===== src/rtl/tt_um_ternary_mac.sv =====
// Ternary matrix-vector MAC: streams activations against a 16x8 ternary weight
// array, accumulates every column in parallel, then drains one column per cycle.
module tt_um_ternary_mac #(
   parameter int unsigned MaxInLen  = 16,
   parameter int unsigned MaxOutLen = 8,
   parameter int unsigned BitWidth  = 8,
   parameter int unsigned AccWidth  = BitWidth + $clog2(MaxInLen)
) (
   input  logic                       clk,
   input  logic                       rst_n,
   input  logic                       ena,
   input  logic signed [1:0]          ui_weights [MaxInLen][MaxOutLen],
   input  logic                       ui_load_done,
   input  logic [6:0]                 ui_param,
   input  logic signed [BitWidth-1:0] ui_act,
   input  logic                       ui_act_valid,
   output logic                       uo_ready,
   output logic signed [AccWidth-1:0] uo_out,
   output logic                       uo_valid
);

   localparam int unsigned InCntW  = $clog2(MaxInLen);
   localparam int unsigned OutCntW = $clog2(MaxOutLen);

   typedef enum logic [1:0] {
      IDLE   = 2'd0,
      SETTLE = 2'd1,
      ACCUM  = 2'd2,
      DRAIN  = 2'd3
   } state_t;

   state_t                      state;
   state_t                      state_next;
   logic [InCntW-1:0]           in_count;
   logic [OutCntW-1:0]          out_count;
   logic signed [AccWidth-1:0]  acc  [MaxOutLen];
   logic signed [AccWidth-1:0]  term [MaxOutLen];
   logic signed [AccWidth-1:0]  act_ext;
   logic [InCntW-1:0]           in_last;
   logic [OutCntW-1:0]          out_last;
   logic                        in_last_hit;
   logic                        out_last_hit;
   logic                        acc_clear;
   logic                        acc_step;
   logic                        drain_step;

   // ui_param is sampled live and held stable by the loader for the whole vector
   assign in_last      = InCntW'(ui_param[6:3]);
   assign out_last     = OutCntW'(ui_param[2:0]);
   assign in_last_hit  = (in_count == in_last);
   assign out_last_hit = (out_count == out_last);

   // Per-column contribution of the current activation; code 10 is treated as zero
   always_comb begin
      act_ext = AccWidth'(ui_act);
      for (int unsigned j = 0; j < MaxOutLen; j++) begin
         unique case (ui_weights[in_count][j])
            2'b01:   term[j] = act_ext;
            2'b11:   term[j] = -act_ext;
            default: term[j] = '0;
         endcase
      end
   end

   always_ff @(posedge clk or negedge rst_n) begin
      if (!rst_n) begin
         state <= IDLE;
      end else begin
         state <= state_next;
      end
   end

   // Next state and datapath strobes; a load pulse overrides everything else
   always_comb begin
      state_next = state;
      acc_clear  = 1'b0;
      acc_step   = 1'b0;
      drain_step = 1'b0;
      uo_ready   = ena && (state == ACCUM);
      if (ena) begin
         if (ui_load_done) begin
            state_next = SETTLE;
         end else begin
            unique case (state)
               IDLE: begin
                  state_next = IDLE;
               end
               SETTLE: begin
                  state_next = ACCUM;
                  acc_clear  = 1'b1;
               end
               ACCUM: begin
                  if (ui_act_valid) begin
                     acc_step = 1'b1;
                     if (in_last_hit) begin
                        state_next = DRAIN;
                     end
                  end
               end
               DRAIN: begin
                  drain_step = 1'b1;
                  if (out_last_hit) begin
                     state_next = ACCUM;
                     acc_clear  = 1'b1;
                  end
               end
            endcase
         end
      end
   end

   always_ff @(posedge clk or negedge rst_n) begin
      if (!rst_n) begin
         in_count  <= '0;
         out_count <= '0;
         uo_out    <= '0;
         uo_valid  <= 1'b0;
         for (int unsigned j = 0; j < MaxOutLen; j++) begin
            acc[j] <= '0;
         end
      end else if (ena) begin
         uo_valid <= drain_step;
         if (drain_step) begin
            uo_out <= acc[out_count];
            if (!out_last_hit) begin
               out_count <= out_count + OutCntW'(1);
            end
         end
         if (acc_clear) begin
            in_count <= '0;
            for (int unsigned j = 0; j < MaxOutLen; j++) begin
               acc[j] <= '0;
            end
         end else if (acc_step) begin
            for (int unsigned j = 0; j < MaxOutLen; j++) begin
               acc[j] <= acc[j] + term[j];
            end
            if (in_last_hit) begin
               out_count <= '0;
            end else begin
               in_count <= in_count + InCntW'(1);
            end
         end
      end
   end

endmodule


===== config.mk =====
export PLATFORM = sky130hd
export DESIGN_NAME = tt_um_ternary_mac
export DESIGN_NICKNAME = d
export VERILOG_FILES = /design/src/rtl/tt_um_ternary_mac.sv
export SDC_FILE = /design/constraint.sdc
export NUM_CORES = 1
export LEC_CHECK = 0
export CAP_MARGIN = 20
export CORE_MARGIN = 4
export CORE_UTILIZATION = 45
export CTS_CLUSTER_SIZE = 16
export DETAILED_ROUTE_END_ITERATION = 10
export PLACE_DENSITY = 0.73
export SLEW_MARGIN = 20
export SYNTH_ARGS = -nofsm -noshare
export SYNTH_HDL_FRONTEND = slang
export SYNTH_SLANG_ARGS = --single-unit

===== constraint.sdc =====
create_clock -name clk -period 9.73 [get_ports clk]
set_input_delay 2.919 -clock clk [delete_from_list [all_inputs] [get_ports clk]]
set_output_delay 2.919 -clock clk [all_outputs]
set_load 0.01 [all_outputs]

* Word level (Yosys, flattened, before mapping)
Index checks and enable logic that the tools add are counted.
** Operators by class
- Order comparisons :: 2
- Bitwise gates (word level) :: 2
- Reductions and logical operators :: 7
- Multiplexer cells :: 40
- Eq/ne operators :: 25
- Add/subtract/negate cells :: 11
** Operators with widths (number)
- 96-bit two-way mux :: 2
- 12-bit case mux with 2 select lines :: 8
- 12-bit adder :: 8
- 16-bit binary-select mux with 4-bit select :: 1
- 12-bit binary-select mux with 3-bit select :: 1
- 16-bit two-way mux :: 2
- 12-bit two-way mux :: 2
- 2-bit equality test, second input constant :: 10
- 2-bit by 1-bit equality test with 1-bit output, second input constant :: 9
- 3-bit two-way mux :: 5
- 4-bit two-way mux :: 3
- 8-bit negator with 12-bit output :: 1
- 1-bit two-way mux :: 10
- 3-bit inequality test, second input constant :: 3
- 2-bit two-way mux :: 4
- 2-bit case mux with 4 select lines :: 1
- 5-bit >= comparator, second input constant :: 1
- 4-bit NOT with 5-bit output :: 1
- 4-bit by 1-bit adder with 4-bit output, second input constant :: 1
- 4-bit equality test :: 1
- 4-bit >= comparator, second input constant :: 1
- 3-bit NOT with 4-bit output :: 1
- 2-bit AND reduction :: 2
- 4-bit AND reduction :: 1
- 8 further kinds :: 8
** Storage, ports and cells
- Output and inout port bits :: 14
- Bits of input ports :: 276
- Word-level logic and storage cells :: 100
- Bits in registers :: 118

* Longest topological paths before layout
Gate-level depths: netlist of run 1.
- Depth after elaboration :: 9
- Gate-level depth with buffers :: 18
- Mapped depth without buffers :: 15

* Worst setup path after synthesis of run 1
OpenSTA, ideal clock, no wires.
- Path type :: input-to-reg
- Start point :: input port ui_act[1]
- End point :: register acc[11] (netlist bit)
- Required time :: 9661 ps
- Setup time :: 69 ps
- Setup slack :: 3514 ps
- Stages on the path :: 16
- Arrival :: 6148 ps
- Cell sequence :: clkbuf_1 inv_1 ha_1 nor3b_1 nand2_1 nor2_1 nor2_1 nand2_1 a21oi_1 ha_1 nand2_1 or3b_2 a311o_1 xnor2_1 or3_1 nand3_1
** Between the ends
- Word-level cells in the longest chain between the ends :: 5
** RTL lines
- start, declared :: RTL line 15 : input logic signed [BitWidth-1:0] ui_act,
- 8-bit negator with 12-bit output :: RTL line 59 : 2'b11: term[j] = -act_ext;
- 12-bit case mux with 2 select lines * :: RTL line 57 : unique case (ui_weights[in_count][j])
- 12-bit adder * :: RTL line 136 : acc[j] <= acc[j] + term[j];
- 96-bit two-way mux * :: RTL line 134 : end else if (acc_step) begin
- 96-bit two-way mux * :: RTL line 129 : if (acc_clear) begin
- end signal, assigned by index :: RTL line 136
- end, declared :: RTL line 36 : logic signed [AccWidth-1:0] acc [MaxOutLen];
Every way passes the cells marked *; elsewhere a longest branch is shown, timed or not. The select of a mux whose other input is x is not followed.
A chain may end at the register's enable or synchronous reset.

* Final worst setup path of run 1
- Start point :: input port ena
- End point :: output port uo_ready
** Between the ends
- Word-level cells in the longest chain between the ends :: 1
** RTL lines
- start, declared :: RTL line 11 : input logic ena,
- 1-bit logical AND :: RTL line 79 : uo_ready = ena && (state == ACCUM);
- end, declared :: RTL line 17 : output logic uo_ready,
No other way between the ends.

==> out/metrics.cfg, run 1 <==
[synthesis]
ys_types = 60
synth_edf_count = 0
syn_avg_cell_area_sq_um = 9.259
synth_nets = 1729
synth_ff_type = dfrtp_1
postSynth.asyncResetShare_pct = 100.0
ys_seq_area_share_pct = 23.55
yosys_warnings = 0
post_synth_instance_area_sq_um = 12540
synth_seq_cells = 118
synth_cells = 1354

[timing]
skew_ns = 0.01040
fin_setup_tns_ns = 0
min_period_ns = 7.241
finalSetupViolations = 0
slew_viol_final = 0
rsz0062_at_grt = no
worst-slew-pin-transition_ns = 1.024
fin_crit_sh_pct = 74.42
hold_viol = 0
relSlewSlack_pct = 31.72
fmax_mhz = 138.1

[grt]
overflow = 0
grt_max_degree = 83
grt_use_total_pct = 28.61
grt_pass1_wl_mm = 68.41
antenna_found_initial = 6
grt_pass1_vias = 11810

[cells_and_area]
layout_common_cells = clkdlybuf4s50_1, nand2_1, dfrtp_1, a21oi_1, ha_1
areaGrowthSynthToFinish_pct = 29.14
fillers = 2359
drive_gt1_share_pct = 12.77
final_common_cell = clkdlybuf4s50_1
final_nets = 1959

[floorplan]
core_sq_um = 27180
die_w_um = 174.9
die_area_sq_um = 30600
initial_core_util_pct = 46.13
rows = 60
ioPinCount = 290
die_y_um = 174.9

[flow_run]
cap_violations = 0

[placement]
gp_congestion = 0.9289
io_buffers = 289
dp_hpwl_mm = 34.93

[cts]
cts.repair.resized = 0
clk_pin_slew_ns = 0.06
insertion_delay_ns = 0.44
htreeDepth = 4
cts_setup_buffers = 0
clock-sinks = 118
cts_made_buffers = 17
cts_max_path_buffers = 2
cts_root_buffer = clkbuf_16
ctsHoldBuffers = 0
cts_tree = done

[power_and_ir_drop]
p_switching_mw = 1.308
clkPwrFrac_pct = 20.8
ir_drop_v = 0.0001353
leakagePower_nw = 6.795
p_int_mw = 1.814
pwr-share-comb_pct = 54.2
fin_total_pwr_mw = 3.122
p_sw_share_pct = 41.90
p_seq_share_pct = 25.0
pwr_density_cell_nw_per_um2 = 192.8

[setup_path]
critPathRequiredTime_ns = 6.81
crit_type = input pin to output pin
critPathMaxFanout = 8
r2r-start = in_count[0]
ff2ff_path_depth = 14
cp-end-kind = output pin
crit_path_start_kind = input pin
arrival_ns = 4.32
r2r-end = acc[82]
r2r_slack_ns = 4.88

[drt]
dr.pass1.iters = 6
antenna_left = 0
drc_errors = 0
avgViaCountPerCell = 6.107
num_vias = 12040
first_iter_violations = 1022
wl_per_cell_um = 22.65
wl_mm = 44.64

[min_path]
hold_path_end = uo_out[4]
min_from = uo_out[4]
hold_path_class = flip-flop to flip-flop
hold_path_depth = 2

[outcome]
status = complete, no violations

-- worst max path at each step --
stage              start       end  slack [ns]  cells after the start
6_report             ena  uo_ready        2.49                      4
5_1_grt              ena  uo_ready        2.41                      4
4_1_cts              ena  uo_ready        2.50                      4
3_5_place_dp   ui_act[0]   acc[11]        2.37                     17
3_3_place_gp         ena  uo_ready        2.52                      4
2_1_floorplan  ui_act[1]   acc[11]        3.51                     16
-- cells in the mapped netlist, drive strengths merged (2+ instances only) --
cell type    n  area share, %
a211o        8           0.56
a211oi      16           0.96
a21o        39            2.3
a21oi      113            4.5
a221oi       8           0.56
a22o        16            1.1
a2bb2oi      7           0.49
a31o         8           0.56
and2         2           0.10
and3         8           0.40
buf         35            1.7
clkbuf      54            1.6
dfrtp      118             24
fa           8            1.3
ha          91            9.1
inv         27           0.81
mux2        24            2.2
mux2i       37            3.3
mux4        88             16
nand2      205            6.1
nand2b      16           0.80
nand3       10           0.40
nor2        58            1.7
nor2b        3           0.15
nor3        12           0.48
nor4         2           0.15
o211ai       7           0.42
o21a        16           0.96
o21ai       89            3.6
o21ba        8           0.64
o21bai       8           0.48
o221ai       7           0.49
o22ai       55            2.7
or2          9           0.45
or3         41            2.0
xnor2       65            4.9
xor2        26            1.8
-- cell families (layout without fill, tap and decap cells) --
| family | count (synthesis) | in the layout | share of synthesized area, % |
|---|---|---|---|
| simple gates | 370 | 370 | 13.10 |
| mux | 149 | 149 | 21.27 |
| compound gates | 410 | 410 | 20.85 |
| xor+xnor | 91 | 91 | 6.717 |
| other cells | 0 | 2 | 0 |
| fa+ha+maj | 99 | 99 | 10.36 |
| flops | 118 | 118 | 23.55 |
| buf+inv | 117 | 360 | 4.152 |
-- flip-flops by register name, summed over array words and instances, names as in the netlist --
register   cells
out_count      3
uo_out        12
uo_valid       1
in_count       4
acc           96
state          2
-- critical path: stages --
cell and delay, ns:
clkdlybuf4s50_1 0.60, nand2_1 0.16, nor2_1 0.11, clkdlybuf4s50_1 0.53
-- power by group through the flow --
stage          Combinational (mW)  Clock, mW  Sequential (mW)
6_report                     1.69      0.648            0.781
5_1_grt                      1.84      0.677            0.805
4_1_cts                      1.67      0.653            0.781
3_5_place_dp                 1.67          0            0.787
3_3_place_gp                 1.62          0            0.782
2_1_floorplan                1.25          0            0.702
-- layer usage --
metal | wire length (um) | vias to the layer above | track usage (%)
met3 | 3646 | 72 | 6.426
met2 | 21160 | 502 | 46.98
met4 | 867 | 10 | 5.466
met5 | 64 | - | 0
met1 | 18900 | 5917 | 39.37
li1 | - | 5536 | -
-- final cells by class --
class / instances / area, sq um / area share, %
multi-input combinational: 1119 / 9086 / 56.12
clock inverter: 15 / 168.9 / 1.043
timing repair buffer: 300 / 2973 / 18.36
sequential: 118 / 2962 / 18.29
clock buffer: 17 / 425.4 / 2.628
tap: 372 / 465.4 / 2.875
antenna: 2 / 5.005 / 0.03091
inverter: 28 / 105.1 / 0.6492
-- metrics by stage --
step	area, sq um	setup WS (ns)	util [%]	hold WS [ns]	instances
floorplan	12540	3.514	-	0.4808	1354
global placement	15590	2.515	57.35	0.4618	1937
detailed placement	15590	2.370	57.37	0.4690	1937
CTS	16190	2.497	59.56	0.4833	1969
global route	16190	2.413	59.57	0.4941	1970
finish	16190	2.489	59.58	0.4750	1971
(Power assumes the default switching activity.)
==> inputs of run 2 (changes only) <==
clock period = 7.37 ns   (was 9.73 ns; I/O delays follow)
==> run 2 against run 1 <==
Compared with the run above: via count about the same; die area unchanged; critical path depth is 14 higher; final cell count hardly changed; worst hold slack got worse by 0.0012 ns; core utilization about the same; setup slack worse by 1.3 ns; wire length is 1.1% higher; count of clock-buffer cells in the layout is 5 higher; highest routed layer unchanged; clock skew about the same; first-iteration DRC count about the same.
==> out/metrics.cfg, run 2 (synthesis results as in run 1) <==
[floorplan]
initial_core_util_pct = 46.13
rows = 60
die_y_um = 174.9
die_area_sq_um = 30600
ioPinCount = 290
die_w_um = 174.9
core_sq_um = 27180

[drt]
antenna_left = 0
num_vias = 12040
wl_per_cell_um = 22.87
dr.pass1.iters = 6
drc_errors = 0
avgViaCountPerCell = 6.106
first_iter_violations = 1021
wl_mm = 45.11

[grt]
grt_pass1_wl_mm = 69.38
grt_max_degree = 74
grt_pass1_vias = 11910
overflow = 0
grt_use_total_pct = 29.04
antenna_found_initial = 6

[power_and_ir_drop]
p_switching_mw = 1.697
p_int_mw = 2.393
pwr_density_cell_nw_per_um2 = 252.6
pwr-share-comb_pct = 53.6
ir_drop_v = 0.0001965
leakagePower_nw = 6.805
clkPwrFrac_pct = 20.0
p_seq_share_pct = 26.4
p_sw_share_pct = 41.49

[cells_and_area]
fillers = 2348
top_register = acc
areaGrowthSynthToFinish_pct = 29.15
largest_reg_flops = 96
drive_gt1_share_pct = 12.63
final_util_pct = 59.58
final_common_cell = clkdlybuf4s50_1
layout_common_cells = clkdlybuf4s50_1, nand2_1, dfrtp_1, a21oi_1, ha_1
final_nets = 1962
antenna_cells = 0
top_regs = acc: 96 flops, uo_out: 12 flops, in_count: 4 flops
finalNonFillerCells = 1972

[cts]
clk_pin_slew_ns = 0.06
htreeDepth = 4
cts_made_buffers = 17
clock-sinks = 118
insertion_delay_ns = 0.43
cts.repair.resized = 0
cts_tree = done
cts_setup_buffers = 0
ctsHoldBuffers = 0
cts_root_buffer = clkbuf_16
cts_max_path_buffers = 2

[min_path]
hold_path_class = flip-flop to flip-flop
hold_path_depth = 2
hold_path_end = uo_out[7]
min_from = uo_out[7]

[setup_path]
critPathMaxFanout = 17
critPathRequiredTime_ns = 7.68
cp-end-kind = flip-flop
crit_path_start_kind = input pin
ff2ff_path_depth = 14
r2r_slack_ns = 2.37
crit_type = input pin to flip-flop
r2r-end = acc[47]
arrival_ns = 6.44
r2r-start = in_count[2]

[placement]
io_buffers = 289
dp_cells = 1940
pre_cts_ws_ns = 0.9401
dp_hpwl_mm = 35.07
gp_congestion = 0.9364

[timing]
rsz0062_at_grt = no
slew_viol_final = 0
worst_slack_ns = 1.237
fin_crit_sh_pct = 83.22
finalSetupViolations = 0
skew_ns = 0.01039
min_period_ns = 6.133
fin_setup_tns_ns = 0
holdWs_ns = 0.4738
relSlewSlack_pct = 33.35
fmax_mhz = 163.1
hold_viol = 0
worst-slew-pin-transition_ns = 0.9997

[outcome]
status = complete, no violations

[flow_run]
cap_violations = 0

==> run 2: area by class of cell <==
cell class                      count  area, sq um  area share, %
Clock buffer                       22        454.2          2.805
Multi-Input combinational cell   1119         9081          56.09
Sequential cell                   118         2962          18.29
Tap cell                          372        465.4          2.875
Clock inverter                     10        108.9         0.6723
Inverter                           28        105.1         0.6491
Timing Repair Buffer              303         3015          18.62
==> run 2: worst max-delay path by stage <==
stage | from | endpoint | slack, ns | cells past startpoint
2_1_floorplan | ui_act[1] | acc[11] | 1.86 | 16
3_3_place_gp | ui_act[0] | acc[71] | 0.97 | 18
3_5_place_dp | ui_act[1] | acc[11] | 0.94 | 18
4_1_cts | ui_act[0] | acc[83] | 1.34 | 18
5_1_grt | ui_act[1] | acc[83] | 0.91 | 18
6_report | ui_act[1] | acc[83] | 1.24 | 18
==> run 2: layer usage <==
| layer | track usage (%) | part of all wire (%) |
|---|---|---|
| met5 | 0 | 0.18 |
| met4 | 6.874 | 2.0 |
| met3 | 6.534 | 8.1 |
| met2 | 47.45 | 47 |
| met1 | 39.57 | 42 |
==> run 2: critical path, stage by stage <==
cell,delay [ns]
clkdlybuf4s50_1,0.65
inv_1,0.14
ha_1,0.44
nor3b_1,0.25
buf_4,0.22
nand2_1,0.20
nor2_1,0.15
nor2_1,0.05
buf_4,0.19
nand2_1,0.08
a21oi_1,0.10
ha_1,0.39
nand2_1,0.08
a211oi_1,0.39
o221ai_1,0.25
xnor2_2,0.18
a21o_1,0.18
mux2_2,0.26
==> run 2: through the flow <==
stage / instance area (sq um) / power [mW]
finish: 16190 / 4.090
global route: 16190 / 4.363
CTS: 16190 / 4.072
detailed placement: 15630 / 3.244
global placement: 15600 / 3.178
floorplan: 12540 / 2.573
==> run 2: power by group through the flow <==
stage / registers [mW] / logic, mW / clock network, mW
2_1_floorplan: 0.927 / 1.65 / 0
3_3_place_gp: 1.08 / 2.10 / 0
3_5_place_dp: 1.09 / 2.16 / 0
4_1_cts: 1.08 / 2.17 / 0.820
5_1_grt: 1.12 / 2.39 / 0.852
6_report: 1.08 / 2.19 / 0.818
==> inputs of run 3 (changes only) <==
clock period = 5.9 ns   (was 7.37 ns; I/O delays follow)
==> run 3 against run 2 <==
Compared with the run above: final area grew 1.5%; register-to-register slack lost 0.89 ns; sequential cell count stayed put; non-clock buffer count up 30; critical endpoint is now acc[11]; largest cell class unchanged.
==> out/metrics.cfg, run 3 (synthesis results as in run 1) <==
[cells_and_area]
top_regs = acc: 96 flops, uo_out: 12 flops, in_count: 4 flops
areaGrowthSynthToFinish_pct = 31.14
fillers = 2320
register_area_sq_um = 2962
final_nets = 1992
largest_reg_flops = 96
drive_gt1_share_pct = 14.42
layout_common_cells = clkdlybuf4s50_1, nand2_1, dfrtp_1, a21oi_1, ha_1
design_area_sq_um = 16440
multiInputGateArea_sq_um = 9081
top_register = acc
final_common_cell = clkdlybuf4s50_1

[grt]
grt_pass1_wl_mm = 68.12
grt_max_degree = 77
antenna_found_initial = 6
overflow = 0
grt_pass1_vias = 11960
grt_use_total_pct = 28.69

[setup_path]
crit_path_max_incr_delay_ns = 0.50
r2r-end = acc[11]
r2r_slack_ns = 1.48
r2r-start = in_count[3]
cpMaxStageDelayCell = mux4_2
path_cells = clkdlybuf4s50_1 -> mux4_2 -> mux2_2 -> nand2_1 -> o21a_1 -> or3_1 -> a21oi_1 -> ha_1 -> o21ai_0 -> o21ai_1 -> or3b_2 -> a311o_1 -> xnor2_1 -> or3_1 -> nand3_1
crit_path_start_kind = input pin
critPathRequiredTime_ns = 6.26
critPathMaxFanout = 9
cp-end-kind = flip-flop
crit_top_cell = or3_1
arrival_ns = 5.71
ff2ff_path_depth = 14
crit_type = input pin to flip-flop

[placement]
io_buffers = 289
dpl_cell_area_sq_um = 15850
dp_hpwl_mm = 35.20
gp_congestion = 0.9675

[min_path]
hold_path_class = flip-flop to flip-flop
hold_path_end = uo_out[6]
hold_path_depth = 2
min_from = uo_out[6]

[timing]
hold_viol = 0
fmax_mhz = 186.9
slew_viol_final = 0
finalSetupViolations = 0
fin_setup_tns_ns = 0
holdWs_ns = 0.4794
rsz0062_at_grt = no
min_period_ns = 5.349
fin_crit_sh_pct = 90.66
relSlewSlack_pct = 34.16
worst-slew-pin-transition_ns = 0.9876
skew_ns = 0.01617

[drt]
avgViaCountPerCell = 6.101
wl_per_cell_um = 22.54
wl_mm = 45.19
first_iter_violations = 1008
num_vias = 12230
dr.pass1.iters = 5
antenna_left = 0
drc_errors = 0

[cts]
htreeDepth = 4
cts_root_buffer = clkbuf_16
ctsHoldBuffers = 0
cts_setup_buffers = 0
clock-sinks = 118
cts_tree = done
insertion_delay_ns = 0.44
cts_made_buffers = 17
clk_pin_slew_ns = 0.06
cts.repair.resized = 0
cts_max_path_buffers = 2

[floorplan]
die_area_sq_um = 30600
core_sq_um = 27180
rows = 60
ioPinCount = 290
die_y_um = 174.9
initial_core_util_pct = 46.13
die_w_um = 174.9

[outcome]
status = complete, no violations

[power_and_ir_drop]
leakagePower_nw = 6.945
fin_total_pwr_mw = 5.168
ir_drop_v = 0.0002321
pwr_density_cell_nw_per_um2 = 314.4

[flow_run]
cap_violations = 0

run 3: changes by cell type in the layout (fill, tap and decap cells not counted), sizes merged:
cell	previous run	this run
buf	15	45
clkinvlp	2	5
diode	0	3
clkinv	7	6
clkbuf	22	20
run 3: final cells by class:
| class | count | area share (%) |
|---|---|---|
| antenna | 3 | 0.04566 |
| sequential | 118 | 18.01 |
| clock buffer | 20 | 2.778 |
| timing repair buffer | 333 | 19.67 |
| inverter | 28 | 0.6393 |
| multi-input combinational | 1119 | 55.24 |
| clock inverter | 12 | 0.7915 |
| tap | 372 | 2.831 |
run 3: metal layers:
| metal | track usage, % | wire (um) | share of wire (%) | vias to the layer above |
|---|---|---|---|---|
| met5 | 0 | 34 | 0.075 | - |
| met4 | 7.856 | 1207 | 2.7 | 6 |
| met3 | 7.378 | 4024 | 8.9 | 97 |
| met2 | 46.40 | 21120 | 47 | 521 |
| met1 | 38.47 | 18800 | 42 | 6015 |
| li1 | - | - | - | 5593 |
run 3: per-stage QoR:
stage | cells | util, % | setup WS [ns]
6_report | 2005 | 60.50 | 0.5509
2_1_floorplan | 1354 | - | 0.8327
3_3_place_gp | 1970 | 58.31 | 0.2309
3_5_place_dp | 1970 | 58.31 | 0.1759
5_1_grt | 2002 | 60.47 | 0.3610
4_1_cts | 2002 | 60.47 | 0.6125
run 3: power by group:
group	internal (mW)	total (mW)	switching, mW	leakage, nW
logic	1.38	2.79	1.41	5.06
registers	1.01	1.32	0.307	1.61
clock network	0.642	1.06	0.416	0.274
total	3.04	5.17	2.13	6.94
run 3: worst max path at each step:
stage	from	end	slack, ns	cells after the start
2_1_floorplan	ui_act[1]	acc[11]	0.83	16
5_1_grt	ui_weights[131]	acc[23]	0.36	15
3_3_place_gp	ui_weights[65]	acc[11]	0.23	15
3_5_place_dp	ui_weights[45]	acc[83]	0.18	15
4_1_cts	ui_weights[131]	acc[23]	0.61	15
6_report	ui_weights[65]	acc[11]	0.55	15
run 3: worst max-delay path, delay by kind of cell:
| family | cells | cell delay [ns] |
|---|---|---|
| buffers and inverters | 1 | 0.45 |
| adders and majority gates | 1 | 0.32 |
| xor gates and xnor gates | 1 | 0.14 |
| and+or+nand+nor | 5 | 1.17 |
| AOI/OAI and AO/OA | 5 | 1.02 |
| muxes | 2 | 0.84 |
